**src/rtl/data_mem_dumper.sv**
```systemverilog
// Post-halt memory dumper: reads data_memory words 0..end_addr and streams each word
// MSB-first as bytes to a UART transmitter using a start/done handshake.
module data_mem_dumper #(
    parameter int unsigned RAM_WIDTH     = 16,
    parameter int unsigned RAM_ADDR_BITS = 11
) (
    input  logic                     i_clk,
    input  logic                     i_rst_n,
    input  logic                     i_start,
    input  logic [RAM_ADDR_BITS-1:0] i_end_addr,
    output logic [RAM_ADDR_BITS-1:0] o_mem_addr,
    output logic                     o_mem_write,
    input  logic [RAM_WIDTH-1:0]     i_mem_data,
    output logic [7:0]               o_tx_data,
    output logic                     o_tx_start,
    input  logic                     i_tx_done,
    output logic                     o_busy,
    output logic                     o_done
);

    localparam int unsigned N_BYTES = (RAM_WIDTH + 7) / 8;
    localparam int unsigned PadW    = N_BYTES * 8;
    localparam int unsigned BcW     = (N_BYTES > 1) ? $clog2(N_BYTES) : 1;
    localparam logic [BcW-1:0] LastByte = BcW'(N_BYTES - 1);

    typedef enum logic [2:0] {
        StIdle,
        StRd,
        StCap,
        StSend,
        StWaitTx,
        StFin
    } state_e;

    state_e                   r_state, w_state;
    logic [RAM_ADDR_BITS-1:0] r_end_addr, w_end_addr;
    logic [RAM_ADDR_BITS-1:0] r_mem_addr, w_mem_addr;
    logic [BcW-1:0]           r_byte_cnt, w_byte_cnt;
    logic [PadW-1:0]          r_word, w_word;
    logic [7:0]               r_tx_data, w_tx_data;
    logic [PadW-1:0]          w_mem_pad;

    // Zero-extension keeps the unused top bits of the top byte at 0.
    assign w_mem_pad = PadW'(i_mem_data);

    function automatic logic [7:0] pick_byte(input logic [PadW-1:0] w, input int unsigned k);
        logic [7:0] b;
        b = '0;
        for (int unsigned j = 0; j < N_BYTES; j++) begin
            if (j == k) b = w[8*j +: 8];
        end
        return b;
    endfunction

    always_ff @(posedge i_clk) begin
        if (!i_rst_n) begin
            r_state    <= StIdle;
            r_end_addr <= '0;
            r_mem_addr <= '0;
            r_byte_cnt <= '0;
            r_word     <= '0;
            r_tx_data  <= '0;
        end else begin
            r_state    <= w_state;
            r_end_addr <= w_end_addr;
            r_mem_addr <= w_mem_addr;
            r_byte_cnt <= w_byte_cnt;
            r_word     <= w_word;
            r_tx_data  <= w_tx_data;
        end
    end

    always_comb begin
        w_state    = r_state;
        w_end_addr = r_end_addr;
        w_mem_addr = r_mem_addr;
        w_byte_cnt = r_byte_cnt;
        w_word     = r_word;
        w_tx_data  = r_tx_data;
        unique case (r_state)
            StIdle: begin
                if (i_start) begin
                    w_end_addr = i_end_addr;
                    w_mem_addr = '0;
                    w_state    = StRd;
                end
            end
            StRd: w_state = StCap;
            StCap: begin
                w_word     = w_mem_pad;
                w_byte_cnt = '0;
                w_tx_data  = pick_byte(w_mem_pad, N_BYTES - 1);
                w_state    = StSend;
            end
            StSend: w_state = StWaitTx;
            StWaitTx: begin
                if (i_tx_done) begin
                    if (r_byte_cnt < LastByte) begin
                        w_byte_cnt = r_byte_cnt + BcW'(1);
                        w_tx_data  = pick_byte(r_word, N_BYTES - 2 - 32'(r_byte_cnt));
                        w_state    = StSend;
                    end else if (r_mem_addr == r_end_addr) begin
                        // Equality stop: a full-range dump never wraps back to 0.
                        w_state = StFin;
                    end else begin
                        w_mem_addr = r_mem_addr + RAM_ADDR_BITS'(1);
                        w_state    = StRd;
                    end
                end
            end
            StFin: w_state = StIdle;
            default: w_state = StIdle;
        endcase
    end

    assign o_mem_addr  = r_mem_addr;
    assign o_mem_write = 1'b0;
    assign o_tx_data   = r_tx_data;
    assign o_tx_start  = (r_state == StSend);
    assign o_busy      = (r_state != StIdle);
    assign o_done      = (r_state == StFin);

endmodule

```
**config.mk**
```make
export PLATFORM = sky130hd
export DESIGN_NAME = data_mem_dumper
export DESIGN_NICKNAME = d
export VERILOG_FILES = /design/src/rtl/data_mem_dumper.sv
export SDC_FILE = /design/constraint.sdc
export NUM_CORES = 1
export LEC_CHECK = 0
export BUFFER_PORTS_ARGS = -buffer_cell sky130_fd_sc_hd__clkbuf_2
export CORE_ASPECT_RATIO = 1.4
export CORE_UTILIZATION = 52
export CTS_BUF_LIST = sky130_fd_sc_hd__clkbuf_4 sky130_fd_sc_hd__clkbuf_8 sky130_fd_sc_hd__clkbuf_16
export DETAILED_ROUTE_END_ITERATION = 12
export PLACE_DENSITY = 0.89
export SYNTH_ARGS = -nofsm -noshare
export SYNTH_HDL_FRONTEND = slang
export SYNTH_SLANG_ARGS = --single-unit
```
**constraint.sdc**
```tcl
create_clock -name i_clk -period 2.47 [get_ports i_clk]
set_input_delay 0.741 -clock i_clk [delete_from_list [all_inputs] [get_ports i_clk]]
set_output_delay 0.741 -clock i_clk [all_outputs]
set_load 0.05 [all_outputs]
```
Yosys cells after proc, flatten, opt, wreduce, memory -nomap -nowiden
Cells that the tools add are included.
Word-level totals
  memories: 0
  RAM bits: 0
  bits in read-only memories: 0
  register bits: 50
  input port bits: 31
  logic and storage cells: 49
  latch bits: 0
  output and inout bits: 23
Operators by class
  add/sub/neg operators: 3
  $mul: 0
  equality and inequality tests: 12
  divide/modulo/power cells: 0
  bitwise gates (word level): 0
  shifts and indexed selects: 0
  muxes and demuxes: 18
  reductions and logical operators: 9
  $lt $le $gt $ge: 1
Operator list (number)
  $mux W11: 4
  $eq A1 B32 Y1 const A: 1
  $logic_not A32 Y1: 1
  $mux W8: 4
  $pmux W11 S2: 1
  $pmux W8 S2: 1
  $pmux W3 S5: 1
  $mux W3: 4
  $add A11 B1 Y11 const B: 1
  $eq A11 B11 Y1: 1
  $ne A2 B2 Y1 const B: 5
  $eq A3 B2 Y1 const B: 2
  $eq A3 B3 Y1 const B: 2
  $reduce_and A5 Y1: 1
  $reduce_and A2 Y1: 2
  $reduce_bool A2 Y1: 2
  $eq A3 B1 Y1 const B: 1
  $logic_not A3 Y1: 1
  $reduce_and A3 Y1: 1
  $reduce_bool A3 Y1: 1
  $mux W1: 2
  $pmux W1 S2: 1
  $sub A1 B1 Y2 const A: 1
  $add A1 B1 Y1 const B: 1
  $lt A1 B1 Y1 const B: 1

Depth between registers and ports, before layout
Gate-level depths: netlist of run 1.
  depth in word-level cells: 7
  mapped depth: 8

Least setup slack after synthesis of run 1
OpenSTA, ideal clock, no wires.
  kind: register to register
  start point: reg r_mem_addr[0] (netlist: o_mem_addr[0])
  end point: reg r_mem_addr[10] (netlist: o_mem_addr[10])
  slack: 0.307 ns
  cell stages (with the launch flop): 7
  path buffers: 0
  arrival time: 2.087 ns
  period minus slack after synthesis: 2.163 ns
  library setup time: 0.076 ns
  path through: dfxtp_1 > ha_1 > nand3_1 > nor2_1 > nand3_1 > or4b_1 > a31oi_2
Between the ends
  longest elaborated chain between the ends: 5
  elaborated cells between the ends (all ways): 8
  classes of those cells: 1 x add/sub; 2 x eq/ne; 4 x mux; 1 x reduce/logical
Ends and longest elaborated chain
  start: declaration: RTL line 37  | logic [RAM_ADDR_BITS-1:0] r_mem_addr, w_mem_addr;
  start signal: assignment: RTL line 66  | r_mem_addr <= w_mem_addr;
  $add A11 B1 Y11: RTL line 106  | w_mem_addr = r_mem_addr + RAM_ADDR_BITS'(1);
  $mux W11: RTL line 102  | end else if (r_mem_addr == r_end_addr) begin
  $mux W11: RTL line 98  | if (r_byte_cnt < LastByte) begin
  $mux W11: RTL line 97  | if (i_tx_done) begin
  $pmux W11 S2: RTL line 80  | unique case (r_state)
Parallel ways exist; a longest one is shown, timed or not. The select of a mux whose other input is x is not followed.
A chain may end at the register's enable or synchronous reset.

Worst setup path in the final report of run 1
  start point: reg r_state[2]
  end point: out o_busy
Between the ends
  longest elaborated chain between the ends: 1
Ends and longest elaborated chain
  start: declaration: RTL line 35  | state_e r_state, w_state;
  start signal: assignment: RTL line 57  | r_state <= StIdle;
  start signal: assignment: RTL line 64  | r_state <= w_state;
  $reduce_bool A3 Y1: RTL line 120  | assign o_busy = (r_state != StIdle);
  end: declaration: RTL line 17  | output logic o_busy,
Every way passes these cells.

==> metrics, run 1 <==
Synth Area in Adders=0.596%; antenna viol nets, final=0; 1st-iter DRT viols=48; core area=3880 um^2; sequential element share of the synthesized area=40.0%; Root Buffer=clkbuf_8; syn avg cell area=8.57 um^2; Worst-Skew Late Latency=0.29 ns; post-cts resize count=0; Slew Limit Fails=0; cell area after synthesis=2100 um^2; first-pass GRT wire length=7.71 mm; WHS=0.470 ns; Synth Area in XOR/XNOR=4.59%; setup ws final=0.308 ns; Final period util=87.5%; Post-Synthesis Net Count=277; CTS sink count=42; Fmax=462 MHz; HP Class=register to register; Setup Slack @ Placement=0.222 ns; RSZ-0062 raised after global routing=false; # fillers=337; HPWL Detailed=3.40 mm; I/O Pins=54; Port Buffers=52; starting density of the core=54.0%; Crit path arrival time=1.42 ns; Layout Nets=324; Placed Cells=328; Row Count=27; final setup violating endpoints=0; status=complete, no violations; Die Wd=55.7 um; share of layout cells above drive strength 1=29.4%; area share of and/or/nand/nor cells after synthesis=25.5%; Cells after Synth=245; setup TNS=0 ns; die height=77.2 um; final clock skew=0.00825 ns; DP Area=2360 um^2; All-Layer GR Usage=22.8%; drt first pass iters=4; largest family of logic cells by synthesized area=simple AND/OR/NAND/NOR gates; CP required=1.73 ns; final std cells w/o fill=336; Synth warnings=0; worst IR drop on VDD=438 uV; Clock Tree Buf Depth=2; GRT overflow=0; initial antenna violation count=0; Lkg Pwr=0.983 nW; Hold-fix buffers, CTS=0; Final Util=63.7%; pwr dens=596 nW/um^2; Compound-Gate Fraction of Synth Area=19.3%; number of diodes=0; DR vias/cell=5.58; Total Die Area=4300 um^2; final worst path period need=2.16 ns; Post-route DRC=0; Syn-to-layout area delta=17.8%; Startpoint Class=register; H-tree depth=2; TritonCTS clock tree=built; Routed WL=4.63 mm; MaxCap Viol Count=0; vias in the first global route=1,676; Worst-path clk slew=0.08 ns; Crit. End Element=primary output; Final Cell Area=2470 um^2; Num CTS Buffers=5; final hold vios=0; Final GP Congestion=0.852; mux cell area share after synthesis=3.81%; maximum fanout along the worst path=16; routed wire length per instance=13.8 um; Synth Register Bits=42; vias=1,875; Final Power=1.48 mW; pin count of the biggest net entering global routing=23; Worst Setup Path Type=register to primary output; Post-CTS Setup Inserts=0; distinct cell type count after synthesis=48
## layer usage
layer  share of wire [%]  global-route usage (%)
met5                   0                       0
met2                  51                    37.1
met1                  41                    29.0
met3                 5.4                    4.89
met4                 2.1                    9.25
## report_power, final
| part | switching [mW] | internal (mW) | leakage, nW | total [mW] |
|---|---|---|---|---|
| combinational | 0.138 | 0.0763 | 0.584 | 0.215 |
| sequential | 0.0215 | 0.705 | 0.341 | 0.726 |
| clock | 0.237 | 0.298 | 0.0579 | 0.535 |
## cells by family (layout without fill, tap and decap cells)
group	after synthesis	in the layout
simple gates	100	100
flops	42	42
buf+inv	24	72
xor+xnor	11	11
other cells	1	1
compound gates	58	58
fa+ha+maj	1	1
mux	8	8
## flip-flops by register name, summed over array words and instances, names as in the netlist
signal	cells
r_state	3
o_tx_data	8
r_word	8
r_byte_cnt	1
r_end_addr	11
o_mem_addr	11
## cells in the mapped netlist (all sizes together)
library cell	number	share of area [%]
nor3b	3	1.6
a21boi	1	0.54
nor4	1	0.30
nor2	23	4.2
conb	1	0.18
clkbuf	9	1.6
nand2b	2	0.60
o311a	1	0.48
and3	9	2.7
mux2i	8	3.8
a21oi	28	7.7
ha	1	0.60
xnor2	11	4.6
or4	8	2.9
o31ai	2	1.4
nand2	28	5.1
a211oi	10	4.3
a2bb2oi	1	0.42
o21ai	9	2.1
o21bai	1	0.36
or4b	1	0.48
buf	10	3.5
inv	5	0.89
nand4	4	1.5
or2b	1	0.36
nand3b	1	0.36
or3b	1	0.42
nor3	1	0.24
a31oi	3	1.2
dfxtp	42	40
o21a	2	0.77
or2	1	0.30
or3	1	0.30
nand3	9	2.1
and3b	2	0.83
and2	4	1.2
## worst paths after layout
path         depth (start not counted)                       start  slack (ns)                         end
max                                  3     r_state[2]$_SDFFE_PN0P_        0.31                      o_busy
min                                  2  r_end_addr[7]$_SDFFE_PN0P_        0.47  r_end_addr[7]$_SDFFE_PN0P_
max reg2reg                          6     r_state[2]$_SDFFE_PN0P_        0.40   o_tx_data[6]$_SDFFE_PN0P_
min reg2reg                          2  r_end_addr[7]$_SDFFE_PN0P_        0.47  r_end_addr[7]$_SDFFE_PN0P_
## critical path: stages, from the launching register on
cell	delay, ns
dfxtp_1	0.61
nor3_1	0.13
inv_1	0.11
clkbuf_2	0.28
## cell type report
cell class                 count  area [um^2]  share of cell area (%)
sequential                    42          841                    34.0
inverter                       5         18.8                   0.759
timing repair buffer          59          313                    12.6
multi-input combinational    179         1140                    46.0
clock inverter                 3         40.0                    1.62
tap                           43         53.8                    2.18
clock buffer                   5         68.8                    2.78
## cells in the final DEF (no fill, tap or decap), drive strengths merged, types with 2 or more instances in the layout
cell type	count
buf	7
nand2b	2
o21a	2
nand3	9
nor3b	3
xnor2	11
nand4	4
o31ai	2
mux2i	8
a21oi	28
a31oi	3
clkbuf	57
dfxtp	42
and3b	2
inv	5
clkinv	2
nand2	28
and3	9
o21ai	9
nor2	23
or4	8
and2	4
a211oi	10
(Power assumes the default switching activity.)
==> inputs of run 2 (changes only) <==
Settings changed: CORE_UTILIZATION 52 to 49, CTS_BUF_LIST sky130_fd_sc_hd__clkbuf_4 sky130_fd_sc_hd__clkbuf_8 sky130_fd_sc_hd__clkbuf_16 to sky130_fd_sc_hd__clkbuf_8, PLACE_DENSITY 0.89 to 0.88.
Clock period 2.47 ns to 1.8 ns, I/O delays scaled along.
==> run 2 against run 1 <==
The run now ends with design-rule violations left. Clock power increased by 13%. Non-clock buffer count increased by 10. Cell count increased by 2.7%. Power increased by 31%. Global-route usage decreased by 0.26 points. Critical path depth decreased by 1. Sequential cell count unchanged. Register-to-register slack got worse by 0.36 ns. Sequential power increased by 37%. First-iteration DRC count increased by 50%. Highest routed layer unchanged.
==> metrics, run 2 (synthesis gave the netlist of run 1 again) <==
worst-case reg-to-reg path depth=6 (unchanged); worst IR drop on VDD=511 uV (was 438 uV); Port Buffers=52 (unchanged); setup TNS=0 ns (unchanged); Final GP Congestion=0.855 (was 0.852); commonest non-fill, non-tap cells in the layout=clkbuf_2 (49), nand2_1 (27), dfxtp_1 (27) (was clkbuf_2 (52), dfxtp_1 (42), nand2_1 (27)); pin count of the biggest net entering global routing=25 (was 23); Final period util=98.1%; Post-CTS Setup Inserts=0 (unchanged); vias=1,949 (was 1,875); slowest stage delay, CP=0.46 ns (was 0.61 ns); delay-heaviest family, CP=flip-flops (unchanged); CTS sink count=42 (unchanged); 1st-iter DRT viols=72 (was 48); Placed Cells=338 (was 328); Final Power=1.93 mW (was 1.48 mW); Worst-path clk slew=0.08 ns (about the same); Routed WL=4.88 mm (was 4.63 mm); final hold vios=0 (unchanged); WP depth=2 (was 3); antenna viol nets, final=0 (unchanged); DR vias/cell=5.65 (was 5.58); routed wire length per instance=14.2 um (was 13.8 um); first-pass GRT wire length=7.91 mm (was 7.71 mm); maximum fanout along the worst path=8 (was 16); final std cells w/o fill=345 (was 336); Row Count=27 (unchanged); Final Cell Area=2610 um^2 (was 2470 um^2); Die Wd=57.3 um (was 55.7 um); MaxCap Viol Count=0 (unchanged); Total Die Area=4550 um^2 (was 4300 um^2); final setup violating endpoints=0 (unchanged); Startpoint Class=register (unchanged); vias in the first global route=1,721 (was 1,676); pwr dens=738 nW/um^2 (was 596 nW/um^2); TritonCTS clock tree=built (unchanged); starting density of the core=52.2% (was 54.0%); buffers plus inverters on the worst setup path=1 (was 2); Crit path arrival time=1.23 ns (was 1.42 ns); H-tree depth=2 (unchanged); Clock Tree Buf Depth=2 (unchanged); Lkg Pwr=1.06 nW (was 0.983 nW); CP required=1.26 ns (was 1.73 ns); DP Area=2470 um^2 (was 2360 um^2); HP Class=input port to register (was register to register); share of layout cells above drive strength 1=37.4% (was 29.4%); I/O Pins=54 (unchanged); HPWL Detailed=3.51 mm (was 3.40 mm); GRT overflow=0 (unchanged); status=finished with violations (was complete, no violations); Syn-to-layout area delta=24.3% (was 17.8%); die height=79.5 um (was 77.2 um); Setup Slack @ Placement=-0.188 ns (was 0.222 ns); Crit. End Element=primary output (unchanged); commonest non-fill, non-tap cell in the layout=clkbuf_2 (unchanged); CP max-delay cell=dfxtp_2 (was dfxtp_1); number of diodes=0 (unchanged); Root Buffer=clkbuf_8 (unchanged); # fillers=339 (was 337); initial antenna violation count=0 (unchanged); final clock skew=0.00555 ns (was 0.00825 ns); Worst-Skew Late Latency=0.29 ns (about the same); Layout Nets=334 (was 324); Worst Setup Path Type=register to primary output (unchanged); drt first pass iters=10 (was 4); area of the multi-input gates=1170 um^2 (was 1140 um^2); Post-route DRC=2 (was 0); Reg area=872 um^2 (was 841 um^2); Hold Crit Depth=3 (was 2); final worst path period need=1.77 ns; setup ws final=0.0347 ns (was 0.308 ns); Slew Limit Fails=0 (unchanged); All-Layer GR Usage=22.5% (was 22.8%); Fmax=566 MHz; core area=4020 um^2 (was 3880 um^2); failing checks=design-rule violations; critical-path cell list=and3b_1 > clkbuf_4 (was nor3_1 > inv_1 > clkbuf_2); Num CTS Buffers=5 (unchanged)
[run 2: cell types whose count changed in the layout (fill, tap and decap cells not counted), moves of 2 or more]
cell	before	now
buf_4	7	16
clkbuf_2	52	49
clkbuf_4	0	2
clkinv_2	2	0
dfxtp_1	42	27
dfxtp_2	0	10
dfxtp_4	0	5
[run 2: per-stage QoR]
step           utilization (%)  hold WS, ns
2_1_floorplan                -        0.449
3_3_place_gp              61.5        0.458
3_5_place_dp              61.5        0.461
4_1_cts                   63.9        0.460
5_1_grt                   64.9        0.479
6_report                  64.9        0.462
[run 2: per-layer routing]
layer / vias up / part of all wire, % / track usage, % / wire, um
met3: 12 / 3.9 / 3.08 / 192
met1: 913 / 43 / 27.6 / 2120
met2: 51 / 50 / 37.9 / 2460
met5: - / 0 / 0 / 0
li1: 973 / - / - / -
met4: 0 / 2.4 / 12.2 / 119
[run 2: path summary, 6_finish.rpt]
path,startpoint,endpoint,slack (ns)
setup / recovery,r_state[1]$_SDFFE_PN0P_,o_tx_start,0.03
hold / removal,i_end_addr[0],r_end_addr[0]$_SDFFE_PN0P_,0.46
setup reg to reg,r_state[2]$_SDFFE_PN0P_,o_mem_addr[5]$_SDFFE_PN0P_,0.04
hold reg to reg,r_end_addr[4]$_SDFFE_PN0P_,r_end_addr[4]$_SDFFE_PN0P_,0.47
[run 2: final cells by class]
| cell class | count | share of cell area (%) |
|---|---|---|
| clock inverters | 1 | 0.144 |
| multi-input cells | 179 | 44.9 |
| well taps | 43 | 2.06 |
| repair buffers | 69 | 15.5 |
| inverters | 5 | 0.719 |
| clock buffers | 6 | 3.17 |
| flip-flops and latches | 42 | 33.4 |
[run 2: what timing repair did]
action	CTS	global route
hold buffers	0	0
endpoints found under the setup margin	13	7
resized for setup	5	12
[run 2: tightest hold or removal path, cell delays in order]
cell and delay (ns):
clkbuf_2 0.08, nand2_1 0.05, a21oi_1 0.05
[run 2: where the power goes]
part	internal (mW)	total (mW)	switching, mW
logic	0.131	0.328	0.197
registers	0.961	0.992	0.0308
clock network	0.299	0.606	0.307
total	1.39	1.93	0.535
